==> src/rtl/ls_7408_pkg.sv <==
// Shared definitions for the ls_7408 quad AND block: default sizes and counter helpers.
// Latency: n/a (constants and pure functions only).
// Backpressure: n/a. The helpers take 32-bit operands, so GATES and CNT_W must be <= 32.
package ls_7408_pkg;

  localparam int GATES_DEF = 4;
  localparam int CNT_W_DEF = 16;

  // Number of set bits in v.
  function automatic logic [31:0] popcount(input logic [31:0] v);
    logic [31:0] n;
    n = '0;
    for (int i = 0; i < 32; i++) begin
      n = n + 32'(v[i]);
    end
    return n;
  endfunction

  // acc + inc, clamped to max_val instead of wrapping.
  function automatic logic [31:0] sat_add(input logic [31:0] acc,
                                          input logic [31:0] inc,
                                          input logic [31:0] max_val);
    logic [32:0] sum;
    sum = {1'b0, acc} + {1'b0, inc};
    if (sum > {1'b0, max_val}) begin
      return max_val;
    end
    return sum[31:0];
  endfunction

endpackage

==> src/rtl/ls_7408_edge.sv <==
// Per-bit shadow register of the gate outputs with rise/fall pulse detection.
// Latency: q/rise/fall are one clk after d is sampled. Backpressure: none, runs every edge.
// Ports: clk, rst_n (async active-low), d (live gate outputs), q (registered d), rise/fall (1-cycle pulses).
module ls_7408_edge
  import ls_7408_pkg::*;
#(
  parameter int W = GATES_DEF
) (
  input  logic         clk,
  input  logic         rst_n,
  input  logic [W-1:0] d,
  output logic [W-1:0] q,
  output logic [W-1:0] rise,
  output logic [W-1:0] fall
);

  always_ff @(posedge clk or negedge rst_n) begin
    if (!rst_n) begin
      q    <= '0;
      rise <= '0;
      fall <= '0;
    end else begin
      q    <= d;
      // Compare against the previous sample held in q.
      rise <= d & ~q;
      fall <= ~d & q;
    end
  end

endmodule

==> src/rtl/ls_7408.sv <==
// Quad 2-input AND (74LS08) with a clocked shadow stage for debug: registered copy, edge pulses, activity count.
// Latency: y is combinational; y_q/y_rise/y_fall/act_cnt are one clk. Backpressure: none.
// Ports: a, b -> y (comb); clk, rst_n (async active-low), clr (sync clear of act_cnt) -> y_q, y_rise, y_fall, act_cnt.
// Option: define LS_7408_FAULT_INJ_EN to add fault_mask/fault_val stuck-at overrides on y.
module ls_7408
  import ls_7408_pkg::*;
#(
  parameter int GATES = GATES_DEF,
  parameter int CNT_W = CNT_W_DEF
) (
  input  logic             clk,
  input  logic             rst_n,
  input  logic [GATES-1:0] a,
  input  logic [GATES-1:0] b,
`ifdef LS_7408_FAULT_INJ_EN
  input  logic [GATES-1:0] fault_mask,
  input  logic [GATES-1:0] fault_val,
`endif
  input  logic             clr,
  output logic [GATES-1:0] y,
  output logic [GATES-1:0] y_q,
  output logic [GATES-1:0] y_rise,
  output logic [GATES-1:0] y_fall,
  output logic [CNT_W-1:0] act_cnt
);

  localparam logic [31:0] CNT_MAX = (CNT_W >= 32) ? 32'hFFFF_FFFF
                                                  : ((32'd1 << CNT_W) - 32'd1);

  // Gate array; independent of clk and rst_n so glue logic sees it during reset.
`ifdef LS_7408_FAULT_INJ_EN
  // Masked bits are stuck at fault_val; the shadow stage observes the forced value.
  assign y = ((a & b) & ~fault_mask) | (fault_val & fault_mask);
`else
  assign y = a & b;
`endif

  ls_7408_edge #(
    .W(GATES)
  ) u_edge (
    .clk  (clk),
    .rst_n(rst_n),
    .d    (y),
    .q    (y_q),
    .rise (y_rise),
    .fall (y_fall)
  );

  // Transitions this edge = bits where live y differs from the last sample.
  logic [31:0] inc;
  logic [31:0] cnt_next;

  always_comb begin
    inc      = popcount(32'(y ^ y_q));
    cnt_next = sat_add(32'(act_cnt), inc, CNT_MAX);
  end

  always_ff @(posedge clk or negedge rst_n) begin
    if (!rst_n) begin
      act_cnt <= '0;
    end else if (clr) begin
      act_cnt <= '0;
    end else begin
      act_cnt <= CNT_W'(cnt_next);
    end
  end

endmodule

==> config.mk <==
export PLATFORM = sky130hd
export DESIGN_NAME = ls_7408
export DESIGN_NICKNAME = d
export VERILOG_FILES = /design/src/rtl/ls_7408_pkg.sv /design/src/rtl/ls_7408_edge.sv /design/src/rtl/ls_7408.sv
export SDC_FILE = /design/constraint.sdc
export NUM_CORES = 1
export LEC_CHECK = 0
export BUFFER_PORTS_ARGS = -buffer_cell sky130_fd_sc_hd__buf_4
export CORE_MARGIN = 10
export CORE_UTILIZATION = 54
export DETAILED_ROUTE_END_ITERATION = 10
export GPL_ROUTABILITY_DRIVEN = 0
export PLACE_DENSITY = 0.84
export SYNTH_ARGS = -nofsm -noshare
export SYNTH_HDL_FRONTEND = slang
export SYNTH_HIERARCHICAL = 1
export SYNTH_SLANG_ARGS = --single-unit
==> constraint.sdc <==
create_clock -name clk -period 4.9 [get_ports clk]
set_input_delay 1.225 -clock clk [delete_from_list [all_inputs] [get_ports clk]]
set_output_delay 1.225 -clock clk [all_outputs]
set_load 0.1 [all_outputs]
==> impl.org, run 1 <==
** Timing
- In this run the tightest slew margin relative to its limit is 0.538.
- Of the available clock period, the critical path in the final layout requires 0.778.
- The count of final max-slew check failures was 0.
- Final hold analysis gives a worst-case slack of 573 ps.
- For the pin with the worst max-slew slack, the measured transition is 692 ps.
- The worst path needs 3810 ps of the cycle, external delays included.
- Setup repair after global routing left no endpoint under its margin.
- Static timing analysis puts the maximum clock frequency at 262 MHz.
- Setup violations remaining at the end of the flow were counted as 0.
- Total negative setup slack :: 0 ps
- Clock skew on the completed layout was measured at 4.20 ps.
- Setup slack on the critical path of the routed design comes to 1090 ps.
- The final hold violation count came to 0.

** Final layout
- For this run, the post-layout net count is about 180.
- Post-route insts no fill :: 189
- Diodes inserted :: 0
- Share of layout cells above drive strength 1 :: 0.453
- Signed area change from the synthesized netlist to the final layout :: 26.5%
- Sequential Area :: 701 sq um
- Area of combinational cells with multiple inputs :: 656 sq um
- # fillers :: between 150 and 200

** Pwr
- Total chip power :: 0.663 mW
- Of the total power, the share spent switching nets is 0.453.
- Power Internal :: 0.362 mW
- Of the total power, combinational logic draws 0.423.
- The share of total power dissipated in sequential elements is 0.406.
- Peak supply drop :: 0.554 mV
- For this design the static power due to leakage is 0.823 nW.
- Relative contribution of the clock network to total power :: 0.171
- For this design the total switching power over the nets is between 0.3 and 0.4 mW.
- Power spread over the standard cell area amounts to about 380 nW/um^2.

** Floorplanning
- The die covers 5020 sq um.
- 43 I/O pins were placed.
- Row count :: 18
- Initial standard-cell utilization of the core :: 0.564
- The region available for standard cell placement spans 2480 sq um.
- Die boundary height :: around 70 microns
- The die is just over 70 microns wide.

** Place
- Number of port buffers :: 42
- Dpl cells :: 185
- Half-perimeter wire length after detailed placement :: 2450 microns
- OpenSTA, run right after detailed placement, puts the worst setup slack at 709 ps.

** Min path
- Hold/Removal Path Class :: flip-flop to flip-flop
- The path with the worst hold slack has its endpoint at act_cnt[10].
- Hold path cells :: 1
- The worst hold path begins at act_cnt[10].

** Logic synthesis
- In this run, distinct cell masters in the synthesized netlist total 31.
- The synthesized netlist occupies a cell area of 1400 sq um.
- Area share of the largest cell type after synthesis :: 0.501
- During synthesis, Yosys emitted a total of 6 warnings.
- Number of storage elements in the synthesis netlist :: 28
- Number of instances in the synthesized netlist :: 116
- Average cell area after synthesis :: 12.0 sq um
- Total nets after synthesis :: 131
- Top cells by area, synth :: sky130_fd_sc_hd__dfrtp_1 (50%), sky130_fd_sc_hd__xnor2_1 (6.9%), sky130_fd_sc_hd__a21oi_2 (6.3%)
- The biggest area contributor in the post-synthesis netlist is sky130_fd_sc_hd__dfrtp_1.
- Post-synthesis sequential area ratio :: 0.501

** CTS
- Post-cts gate resize count :: 0
- For the worst-skew pair, the clock arrives at the later sink with an insertion delay of 330 ps.
- In this run the clock root is driven by a sky130_fd_sc_hd__clkbuf_4.
- H-tree depth reported by CTS :: 1
- No sink is reached through more buffers than the 2 on the longest clock path.
- Counting the buffers created by CTS gives 3.
- Clock tree synthesis found a total of 28 sinks.
- Clock-pin slew on the worst setup and hold paths :: about 140 ps
- Post-CTS repair timing setup buffer count :: 0
- CTS Hold Buffers Added :: 0
- TritonCTS built the clock tree.

** Worst setup path
- Launching point of the worst reg2reg path :: u_edge/q[0]
- The setup check on the worst reg-to-reg path leaves a slack of 1830 ps.
- The most numerous cell type found on the critical path is sky130_fd_sc_hd__fa_1.
- Of all nets on the critical path, the largest fanout is 13.
- Endpoint of the worst register-to-register path :: act_cnt[13]
- Kind of launch point of the worst setup path :: primary input
- STA puts the critical path data arrival time at between 4000 and 5000 ps.
- The critical path in this run is classified as primary input to flip-flop.
- For the worst setup path, the data required time is 5110 ps.
- The slowest stage of the critical path is the sky130_fd_sc_hd__fa_1 cell.
- The number of cells on the worst reg-to-reg path is 9.
- The largest single stage delay on the critical path is 520 ps.
- STA classifies the critical path endpoint as a flip-flop.
- Cell Chain, Critical Path :: buf_4, and2_1, xnor2_1, fa_1, inv_1, fa_1, fa_1, nand4_2, nor3_1, nand2_1, a21oi_1

** Global route
- Maximum number of pins on one net before global-route repair :: 29
- The number of antenna violations at the first check in global routing is 0.
- Summed over all layers, the global routing overflow is 0.
- In the global route stage, overall resource usage came out at 0.122.
- Number of global-route vias before repair :: ~1000
- Wire length of the first global-routing pass :: a little over 5000 microns

** Drt
- The routed layout has around 1000 vias.
- Average routed wire per standard cell :: approximately 17 microns
- In this run, the number of DRC markers left after iteration 0 of detailed routing was 100.
- The detail route stage leaves a number of antenna-violating nets equal to 0.
- Via density per instance :: 5.53
- The first TritonRoute pass finished after 4 iterations.
- Post-detailed-route DRC marker count :: 0
- Total wire length :: around 3100 microns

** Flow run
- Max-cap violations in this run came to 0.

** Run status
- Outcome :: complete, no violations
per-stage QoR:
step,instance area (sq um),util
6_report,1770,0.714
5_1_grt,1770,0.714
4_1_cts,1770,0.714
3_5_place_dp,1730,0.699
3_3_place_gp,1730,0.699
2_1_floorplan,1400,-
flip-flops by register name, indices dropped and copies added (netlist names):
name         count
u_edge/rise      4
u_edge/q         4
act_cnt         16
u_edge/fall      4
layout by cell type (no fill, tap or decap), drive strengths merged, types with 5 or more instances in the layout:
cell type	n
buf	42
dfrtp	28
a21oi	14
xnor2	11
and2b	8
inv	6
nor2	5
nand2	5
nand3	5
cells by family after synthesis:
family,synth area share
buf+inv,0.0295
fa+ha+maj,0.0519
xor+xnor,0.0877
simple gates,0.221
compound gates,0.108
flops,0.501
power by group through the flow:
stage / logic (mW) / registers [mW] / clock network, mW
final: 0.280 / 0.270 / 0.113
after global routing: 0.299 / 0.273 / 0.126
after CTS: 0.283 / 0.270 / 0.117
after detailed placement: 0.282 / 0.274 / 0
after global placement: 0.273 / 0.274 / 0
after floorplan: 0.0919 / 0.397 / 0
cell type report:
cell class                 instances  area share
timing repair buffer              42       0.178
multi-input combinational         79       0.371
sequential                        28       0.396
tap                               30      0.0212
clock buffer                       4      0.0205
inverter                           6      0.0127
worst max-delay path, delay by kind of cell:
family | cells | cell delay, ps
AOI/OAI and AO/OA | 1 | 150
xor gates and xnor gates | 1 | 160
adders and majority gates | 3 | 1430
and+or+nand+nor | 4 | 880
buffers and inverters | 2 | 160
Yosys cell counts:
cell type and number:
sky130_fd_sc_hd__dfrtp_1 28, sky130_fd_sc_hd__xnor2_1 11, sky130_fd_sc_hd__a21oi_2 10, sky130_fd_sc_hd__and2b_2 8, sky130_fd_sc_hd__inv_1 6, sky130_fd_sc_hd__nand2_1 5
sky130_fd_sc_hd__nor2_1 5, sky130_fd_sc_hd__a21oi_1 4, sky130_fd_sc_hd__and2_1 4, sky130_fd_sc_hd__a211oi_1 3, sky130_fd_sc_hd__fa_1 3, sky130_fd_sc_hd__nand3_1 3
sky130_fd_sc_hd__xor2_1 3, sky130_fd_sc_hd__a31oi_1 2, sky130_fd_sc_hd__nand4_1 2, sky130_fd_sc_hd__nor2b_1 2, sky130_fd_sc_hd__nor3_1 2, sky130_fd_sc_hd__nor4_2 2
sky130_fd_sc_hd__a31o_2 1, sky130_fd_sc_hd__and4_1 1, sky130_fd_sc_hd__and4b_1 1, sky130_fd_sc_hd__buf_1 1, sky130_fd_sc_hd__buf_6 1, sky130_fd_sc_hd__clkbuf_1 1
sky130_fd_sc_hd__ha_1 1, sky130_fd_sc_hd__nand3_2 1, sky130_fd_sc_hd__nand3_4 1, sky130_fd_sc_hd__nand4_2 1, sky130_fd_sc_hd__nor4_1 1, sky130_fd_sc_hd__nor4_4 1
sky130_fd_sc_hd__nor4b_2 1
layer usage:
layer,wire length [microns],up-vias,GRT usage
li1,-,483,-
met1,1270,519,0.143
met2,1590,40,0.202
met3,224,4,0.0335
met4,57,0,0.0581
met5,0,-,0
worst max path at each step:
stage	startpoint	slack [ps]	to	cells past startpoint
final	a[0]	1090	act_cnt[13]	11
after detailed placement	a[0]	710	act_cnt[1]	11
after CTS	a[0]	1080	act_cnt[13]	11
after global routing	a[0]	940	act_cnt[13]	11
after global placement	a[0]	820	act_cnt[13]	11
after floorplan	a[0]	500	act_cnt[10]	10
Power figures use the tool's default switching activity.
==> run 2, diff against run 1 <==
ABC_AREA = 1   (was not set)
CORE_UTILIZATION = 46   (was 54)
PLACE_DENSITY = 0.75   (was 0.84)
clock period = 3.25 ns   (was 4.9 ns; I/O delays follow)
==> run 2 against run 1 <==
Combinational power up 48%. Critical path depth up 1. Die area up 15%. Global-route usage down 0.25 points. Final area up 7.1%. Register-to-register slack worse by 1300 ps. Area after synthesis up 3.7%. Core utilization down 8.8 points. Hold slack worse by 190 ps. Via count up 19%. Critical endpoint is now act_cnt[5].
==> impl.org, run 2 <==
** Global route
- For this run, the total global-route usage over all layers was measured as 0.120.
- Entering global routing, the biggest net connects 29 pins.
- Remaining global-route overflow :: 0
- The via count of the first global-routing pass is 1250.
- The number of antenna violations at the first check in global routing is 0.
- The first global-routing pass estimated 5790 microns of wire.

** Worst setup path
- Critical-path top delay cell :: sky130_fd_sc_hd__fa_1
- In this design, the stage delay of the slowest critical-path cell is 500 ps.
- The kind of cell with the highest combined delay along the critical path is adder cells.
- The endpoint identified for the worst register-to-register timing path is act_cnt[5].
- The worst setup path is of the primary input to flip-flop kind.
- Kind of launch point of the worst setup path :: primary input
- Cells on worst reg2reg path :: 10
- Cell with the most instances on the worst path :: sky130_fd_sc_hd__fa_1
- At the worst endpoint, the required time is 3470 ps.
- STA classifies the critical path endpoint as a flip-flop.
- For flop-to-flop paths, the worst setup slack is 510 ps.
- For the worst setup path, the data arrival time is 3120 ps.
- Together, buffers and inverters on the worst path number 4.
- Traced cell by cell, the critical path runs through buf_4, nand2_1, xor2_1, fa_1, inv_1, fa_1, fa_1, nand3_2, inv_2, nand4_4, buf_12, a21oi_1.
- The startpoint identified for the worst register-to-register timing path is u_edge/q[0].
- Of all nets on the critical path, the largest fanout is 8.

** CTS
- In this run the number of H-tree levels came out at 1.
- Post-cts gate resize count :: 0
- CTS saw 28 sinks.
- Clock insertion delay at the later pin of the skew report :: 320 ps
- After clock tree synthesis, the clock-pin slew on the worst setup and hold paths is approximately 150 ps.
- Buffers inserted during clock tree synthesis total 3.
- CTS Hold Buffers Added :: 0
- The tree is rooted in a sky130_fd_sc_hd__clkbuf_4.
- Post-CTS repair timing setup buffer count :: 0
- TritonCTS built the clock tree.
- In this run the deepest clock path goes through 2 buffers.

** Flow run
- Across the run, the number of max-cap violations was 0.

** Timing
- Setup repair after global routing left no endpoint under its margin.
- Setup-failing EPs final :: 0
- Worst path setup slack after routing :: 350 ps
- For the final routed database, the setup TNS stands at 0 ps.
- The clock arrives with 5.08 ps of skew.
- Upper clock frequency limit :: 345 MHz
- Tightest slew margin relative to the limit :: 0.763
- Slew at the pin closest to its max-slew limit :: between 300 and 400 ps
- Of the available clock period, the critical path in the final layout requires 0.892.
- The final hold violation count came to 0.
- Hold is met by 380 ps.
- The count of final max-slew check failures came to 0.
- The smallest clock period supported by the final layout is computed as 2900 ps.

** Floorplanning
- In this run the horizontal extent of the chip is 76.1 microns.
- The initial utilization of the core area, before any placement, comes to 0.479.
- Measured along the y axis, the die boundary spans 76.1 microns.
- 43 I/O pins were placed.
- The floorplan has 20 rows.
- The core region is 3030 sq um.
- The die covers 5790 sq um.

** Logic synthesis
- Synthesis produced 164 cells.
- Distinct cell type count after synthesis :: 24
- The synthesized design contains 0 enable-type register cells.
- Yosys attributes the largest share of cell area to sky130_fd_sc_hd__dfrtp_1 (48%), sky130_fd_sc_hd__nand2_1 (9.1%), sky130_fd_sc_hd__inv_1 (7.3%).
- Area share of the largest cell type after synthesis :: 0.484
- Average cell area after synthesis :: just under 9 sq um
- The mapped netlist covers 1450 sq um.
- The synthesized design contains 28 register bits.
- Library cell with the largest summed area after synthesis :: sky130_fd_sc_hd__dfrtp_1
- Synthesis warning total :: 6
- Total nets after synthesis :: 179
- Most frequent cell after synthesis :: sky130_fd_sc_hd__nand2_1
- Counting flops with an async set or reset pin after synthesis yields a share of 1.00.
- Of the synthesized area, sequential elements account for 0.484.
- Among all flip-flop cells after synthesis, the most frequent one is sky130_fd_sc_hd__dfrtp_1.
- Commonest cells in the synthesized netlist :: sky130_fd_sc_hd__nand2_1 (35), sky130_fd_sc_hd__dfrtp_1 (28), sky130_fd_sc_hd__inv_1 (28)

** Pwr
- Of the total power, registers draw 0.389.
- Relative contribution of the clock network to total power :: 0.215
- Peak supply drop :: 0.438 mV
- Power Internal :: around 0.60 mW
- Of the total power, combinational logic draws 0.397.
- Summed over all nets, the switching power comes to approximately 0.45 mW.
- Dividing total power by cell area gives a power density of 552 nW/um^2.
- Net Sw Frac :: 0.426
- In this run the static leakage power is 0.975 nW.

** Final layout
- Share of layout cells above drive strength 1 :: 0.303
- Most frequent cells in the layout :: sky130_fd_sc_hd__buf_4 (44), sky130_fd_sc_hd__nand2_1 (35), sky130_fd_sc_hd__inv_1 (28)
- Post-route cell area :: 1890 sq um
- After the last flow step, the layout net total stands at about 230.
- 0 antenna diodes ended up in the layout.
- Reg with most FFs :: act_cnt
- # fillers :: 258
- Once layout is complete, the utilization of the core stands at 0.625.
- Relative to the synthesized area, the layout overhead comes to 30.7%.
- Most common cell after layout, fill and taps aside :: sky130_fd_sc_hd__buf_4
- Largest register FFs :: 16

** Drt
- For this block, the initial DRC count from the detailed router was 100.
- Length of the first detailed-routing pass in iterations :: 4
- Total wire length :: 3550 microns
- Average routed wire per standard cell :: 13.9 microns
- Routed Antenna Nets :: 0
- Via density per instance :: about 5
- Count of vias placed by the detailed router :: between 1000 and 1500
- Post-detailed-route DRC marker count :: 0

** Run status
- The flow ran to the end, and the final reports show no timing, DRC or antenna violations.

** Min path
- In this run the worst hold path is classified as primary input to async pin.

** Place
- After legalization and detailed placement, the total HPWL measured 2840 microns.
- Area after detailed placement :: 1840 sq um
- Post-Place Setup Slack :: 15.0 ps
- During placement, the flow inserted port buffers numbering 42.
## run 2: cell count changes after synthesis, sizes merged, moves of 6 or more
cell,delta
and2b,-8
xnor2,-6
nor2,+16
nand2,+32
inv,+23
## run 2: cell type report
| cell class | instances | area, sq um | area share |
|---|---|---|---|
| inverters | 29 | 109 | 0.0575 |
| clock buffers | 3 | 22.5 | 0.0119 |
| flip-flops and latches | 28 | 702 | 0.371 |
| multi-input cells | 105 | 624 | 0.330 |
| well taps | 44 | 55.1 | 0.0291 |
| repair buffers | 45 | 350 | 0.185 |
| clock inverters | 1 | 30.0 | 0.0159 |
## run 2: worst reg2reg max path, cell delays in order (launching register included)
cell and delay [ps]:
sky130_fd_sc_hd__dfrtp_2 460, sky130_fd_sc_hd__xor2_1 180, sky130_fd_sc_hd__fa_1 500, sky130_fd_sc_hd__inv_1 50, sky130_fd_sc_hd__fa_1 470, sky130_fd_sc_hd__fa_1 430, sky130_fd_sc_hd__nand3_2 130, sky130_fd_sc_hd__inv_2 70
sky130_fd_sc_hd__nand4_4 140, sky130_fd_sc_hd__buf_12 140, sky130_fd_sc_hd__a21oi_1 60
## run 2: per-layer routing
layer / GRT usage / routed length (microns) / vias to the layer above
met5: 0 / 0 / -
met4: 0.0279 / 29 / 0
met3: 0.0377 / 274 / 4
met2: 0.217 / 1860 / 45
met1: 0.133 / 1390 / 599
li1: - / - / 597
## run 2: power by group through the flow
stage	combinational, mW	sequential, mW	clock, mW
floorplan	0.119	0.595	0
global placement	0.401	0.410	0
detailed placement	0.416	0.410	0
CTS	0.419	0.406	0.230
global route	0.442	0.411	0.245
finish	0.415	0.406	0.224
## run 2: how the worst max path moves through the flow
stage               slack, ps  cells past startpoint          to         from
floorplan                  30                     10  act_cnt[3]  u_edge/q[2]
global placement           70                     12  act_cnt[5]         a[0]
detailed placement         20                     12  act_cnt[5]         a[0]
CTS                       340                     12  act_cnt[5]         a[0]
global route              250                     12  act_cnt[5]         b[0]
finish                    350                     12  act_cnt[5]         a[0]
## run 2: cell families after synthesis
logic type      after synthesis  synth area share
simple gates                 73             0.241
buf+inv                      31            0.0855
flops                        28             0.484
compound gates               17            0.0734
xor+xnor                     11            0.0665
fa+ha+maj                     4            0.0501
## run 2: through the flow
step	total power, mW	cells
floorplan	0.714	164
global placement	0.812	251
detailed placement	0.827	251
CTS	1.05	255
global route	1.10	255
finish	1.05	255
==> run 3, diff against run 2 <==
CORE_MARGIN = 8   (was 10)
CORE_UTILIZATION = 54   (was 46)
CTS_CLUSTER_SIZE = 24   (was not set)
PLACE_DENSITY = 0.83   (was 0.75)
clock period = 3.4 ns   (was 3.25 ns; I/O delays follow)
==> run 3 against run 2 <==
Total power shrank 10%. Non-clock buffer count decreased by 2. Global-route usage increased by 3.2 points. Clock-buffer cell count up 1. Final cell count down 6.3%. Largest cell class unchanged. Largest power group unchanged.
==> impl.org, run 3 (same netlist as run 2, synthesis figures left out) <==
** Run status
- Outcome :: complete, no violations

** Drt
- In this run the remaining antenna-violating nets after routing total 0.
- Before antenna repair, the detailed router went through 4 iterations.
- The routed layout has 1226 vias.
- Iteration-0 DRC count of the detailed router :: 78
- The final layout contains routed wiring with a total length of ~3300 microns.
- Via density per instance :: 5.13
- Post-detailed-route DRC marker count :: 0
- In the final routed layout, each cell accounts on average for 13.9 microns.

** CTS
- Clk buf depth :: 2
- Root buf cell :: sky130_fd_sc_hd__clkbuf_4
- CTS tree :: done
- After clock tree synthesis, the repair step resized 0 gates.
- Number of buffers inserted during clock tree synthesis :: 3
- Clock insertion delay at the later pin of the skew report :: 330 ps
- Clock-pin slew on the worst setup and hold paths :: between 150 and 200 ps
- Hold repair after CTS inserted 0 buffers.
- The tree built by TritonCTS fans out to 28 sinks.
- The number of setup buffers added after CTS is 0.
- CTS built an H-tree with a depth of 1.

** Worst setup path
- Cells on worst reg2reg path :: 11
- Of all nets on the critical path, the largest fanout is 16.
- Internal reg-to-reg setup slack :: around 600 ps
- The worst setup path is of the primary input to flip-flop kind.
- Data required time at the worst endpoint :: 3650 ps
- Kind of end point of the critical path :: flip-flop
- Kind of launch point of the worst setup path :: primary input
- Critical Path AT :: 3240 ps

** Floorplanning
- I/O pin total :: 43
- The initial utilization of the core area, before any placement, comes to 0.574.
- Area inside the core boundary :: ~2500 sq um
- Die boundary height :: around 68 microns
- In this run the core area contains 18 standard-cell rows.
- Die outline width :: 67.8 microns
- Die area :: 4600 sq um

** Global route
- Initial antenna violation count :: 0
- Wire length of the first global-routing pass :: 5460 microns
- Total track usage :: 0.152
- The via count of the first global-routing pass is ~1300.
- The total overflow left after global routing is 0.
- Maximum number of pins on one net before global-route repair :: 29

** Timing
- Setup repair after global routing left no endpoint under its margin.
- Slew at the pin closest to its max-slew limit :: 353 ps
- Setup-failing EPs final :: 0
- Clock skew on the completed layout was measured at 4.74 ps.
- Tightest slew margin relative to the limit :: 0.765
- Time the final worst path needs with I/O delays and setup :: 2990 ps
- The final hold violation count came to 0.
- After layout, the worst setup slack is 407 ps.
- Total negative setup slack :: 0 ps
- Final slew viol count :: 0
- Upper clock frequency limit :: 334 MHz
- Final worst-path cycle share :: 0.880

** Final layout
- In the final layout, flip-flops and latches occupy 701 sq um.
- Signed area change from the synthesized netlist to the final layout :: 26.3%
- Share of layout cells above drive strength 1 :: 0.292
- Area of combinational cells with multiple inputs :: 624 sq um
- Most common cell after layout, fill and taps aside :: sky130_fd_sc_hd__buf_4
- Largest register FFs :: 16
- Ranked by flip-flop count, first place goes to act_cnt.
- For this run, the post-layout net count is about 230.
- 0 antenna diodes ended up in the layout.
- After filler insertion, the fill cell instance count of the layout stands at slightly below 200.
- End-of-flow core utilization :: 0.726
- In the layout the commonest cells are sky130_fd_sc_hd__buf_4 (43), sky130_fd_sc_hd__nand2_1 (35), sky130_fd_sc_hd__inv_1 (28), sky130_fd_sc_hd__dfrtp_1 (28), sky130_fd_sc_hd__nor2_1 (18).

** Pwr
- Combinational Power Share :: 0.413
- Peak supply drop :: 0.525 mV
- Sequential Power Share :: 0.409
- In this run the power density over the cells is 514 nW/um^2.
- Relative contribution of the clock network to total power :: 0.178
- Net Sw Frac :: 0.448
- The internal portion of the total power is between 0.5 and 0.6 mW.
- Pleak :: 0.954 nW
- Switching Power :: 0.422 mW

** Flow run
- Max-cap violation count :: 0

** Min path
- Hold/Removal Path Class :: primary input to async pin

** Place
- Number of port buffers :: 42
- Post-Place Setup Slack :: 39.5 ps
- Half-perimeter wire length after detailed placement :: 2600 microns
==> run 3: power groups by stage <==
stage / sequential, mW / combinational [mW] / clock (mW)
2_1_floorplan: 0.569 / 0.114 / 0
3_3_place_gp: 0.390 / 0.381 / 0
3_5_place_dp: 0.391 / 0.391 / 0
4_1_cts: 0.385 / 0.392 / 0.170
5_1_grt: 0.390 / 0.414 / 0.182
6_report: 0.385 / 0.388 / 0.168
==> run 3: through the flow <==
| stage | total power [mW] | cells | hold WS (ps) | area, sq um |
|---|---|---|---|---|
| 3_5_place_dp | 0.781 | 235 | 484 | 1790 |
| 3_3_place_gp | 0.771 | 235 | 471 | 1790 |
| 2_1_floorplan | 0.683 | 164 | 554 | 1450 |
| 5_1_grt | 0.986 | 239 | 419 | 1830 |
| 6_report | 0.940 | 239 | 405 | 1830 |
| 4_1_cts | 0.947 | 239 | 414 | 1830 |
==> run 3: path summary, 6_finish.rpt <==
path                                  start             end
worst max-delay path                   a[0]     act_cnt[11]
worst min-delay path                  rst_n     act_cnt[15]
worst max register to register  u_edge/q[0]     act_cnt[11]
worst min register to register  u_edge/q[3]  u_edge/rise[3]
max in group asynchronous             rst_n      act_cnt[2]
min in group clk                u_edge/q[3]  u_edge/rise[3]
==> run 3: routing by layer <==
metal	up-vias	global-route usage	routed length [microns]
met1	584	0.170	1300
li1	592	-	-
met3	6	0.0414	296
met5	-	0	0
met4	0	0.0460	38
met2	44	0.273	1700
==> run 3: layout make-up <==
type / count / share of cell area
flip-flops and latches: 28 / 0.383
multi-input cells: 105 / 0.341
repair buffers: 43 / 0.176
clock buffers: 4 / 0.0198
well taps: 30 / 0.0205
inverters: 29 / 0.0595
==> run 3: worst max-delay path, stage by stage <==
cell and delay [ps]:
sky130_fd_sc_hd__buf_4 80, sky130_fd_sc_hd__nand2_1 70, sky130_fd_sc_hd__xor2_1 160, sky130_fd_sc_hd__fa_1 510, sky130_fd_sc_hd__inv_1 60, sky130_fd_sc_hd__fa_1 450, sky130_fd_sc_hd__fa_1 420, sky130_fd_sc_hd__nand3_2 130
sky130_fd_sc_hd__inv_2 70, sky130_fd_sc_hd__nand4_4 220, sky130_fd_sc_hd__nand3_1 100, sky130_fd_sc_hd__nand2_1 80, sky130_fd_sc_hd__inv_1 40
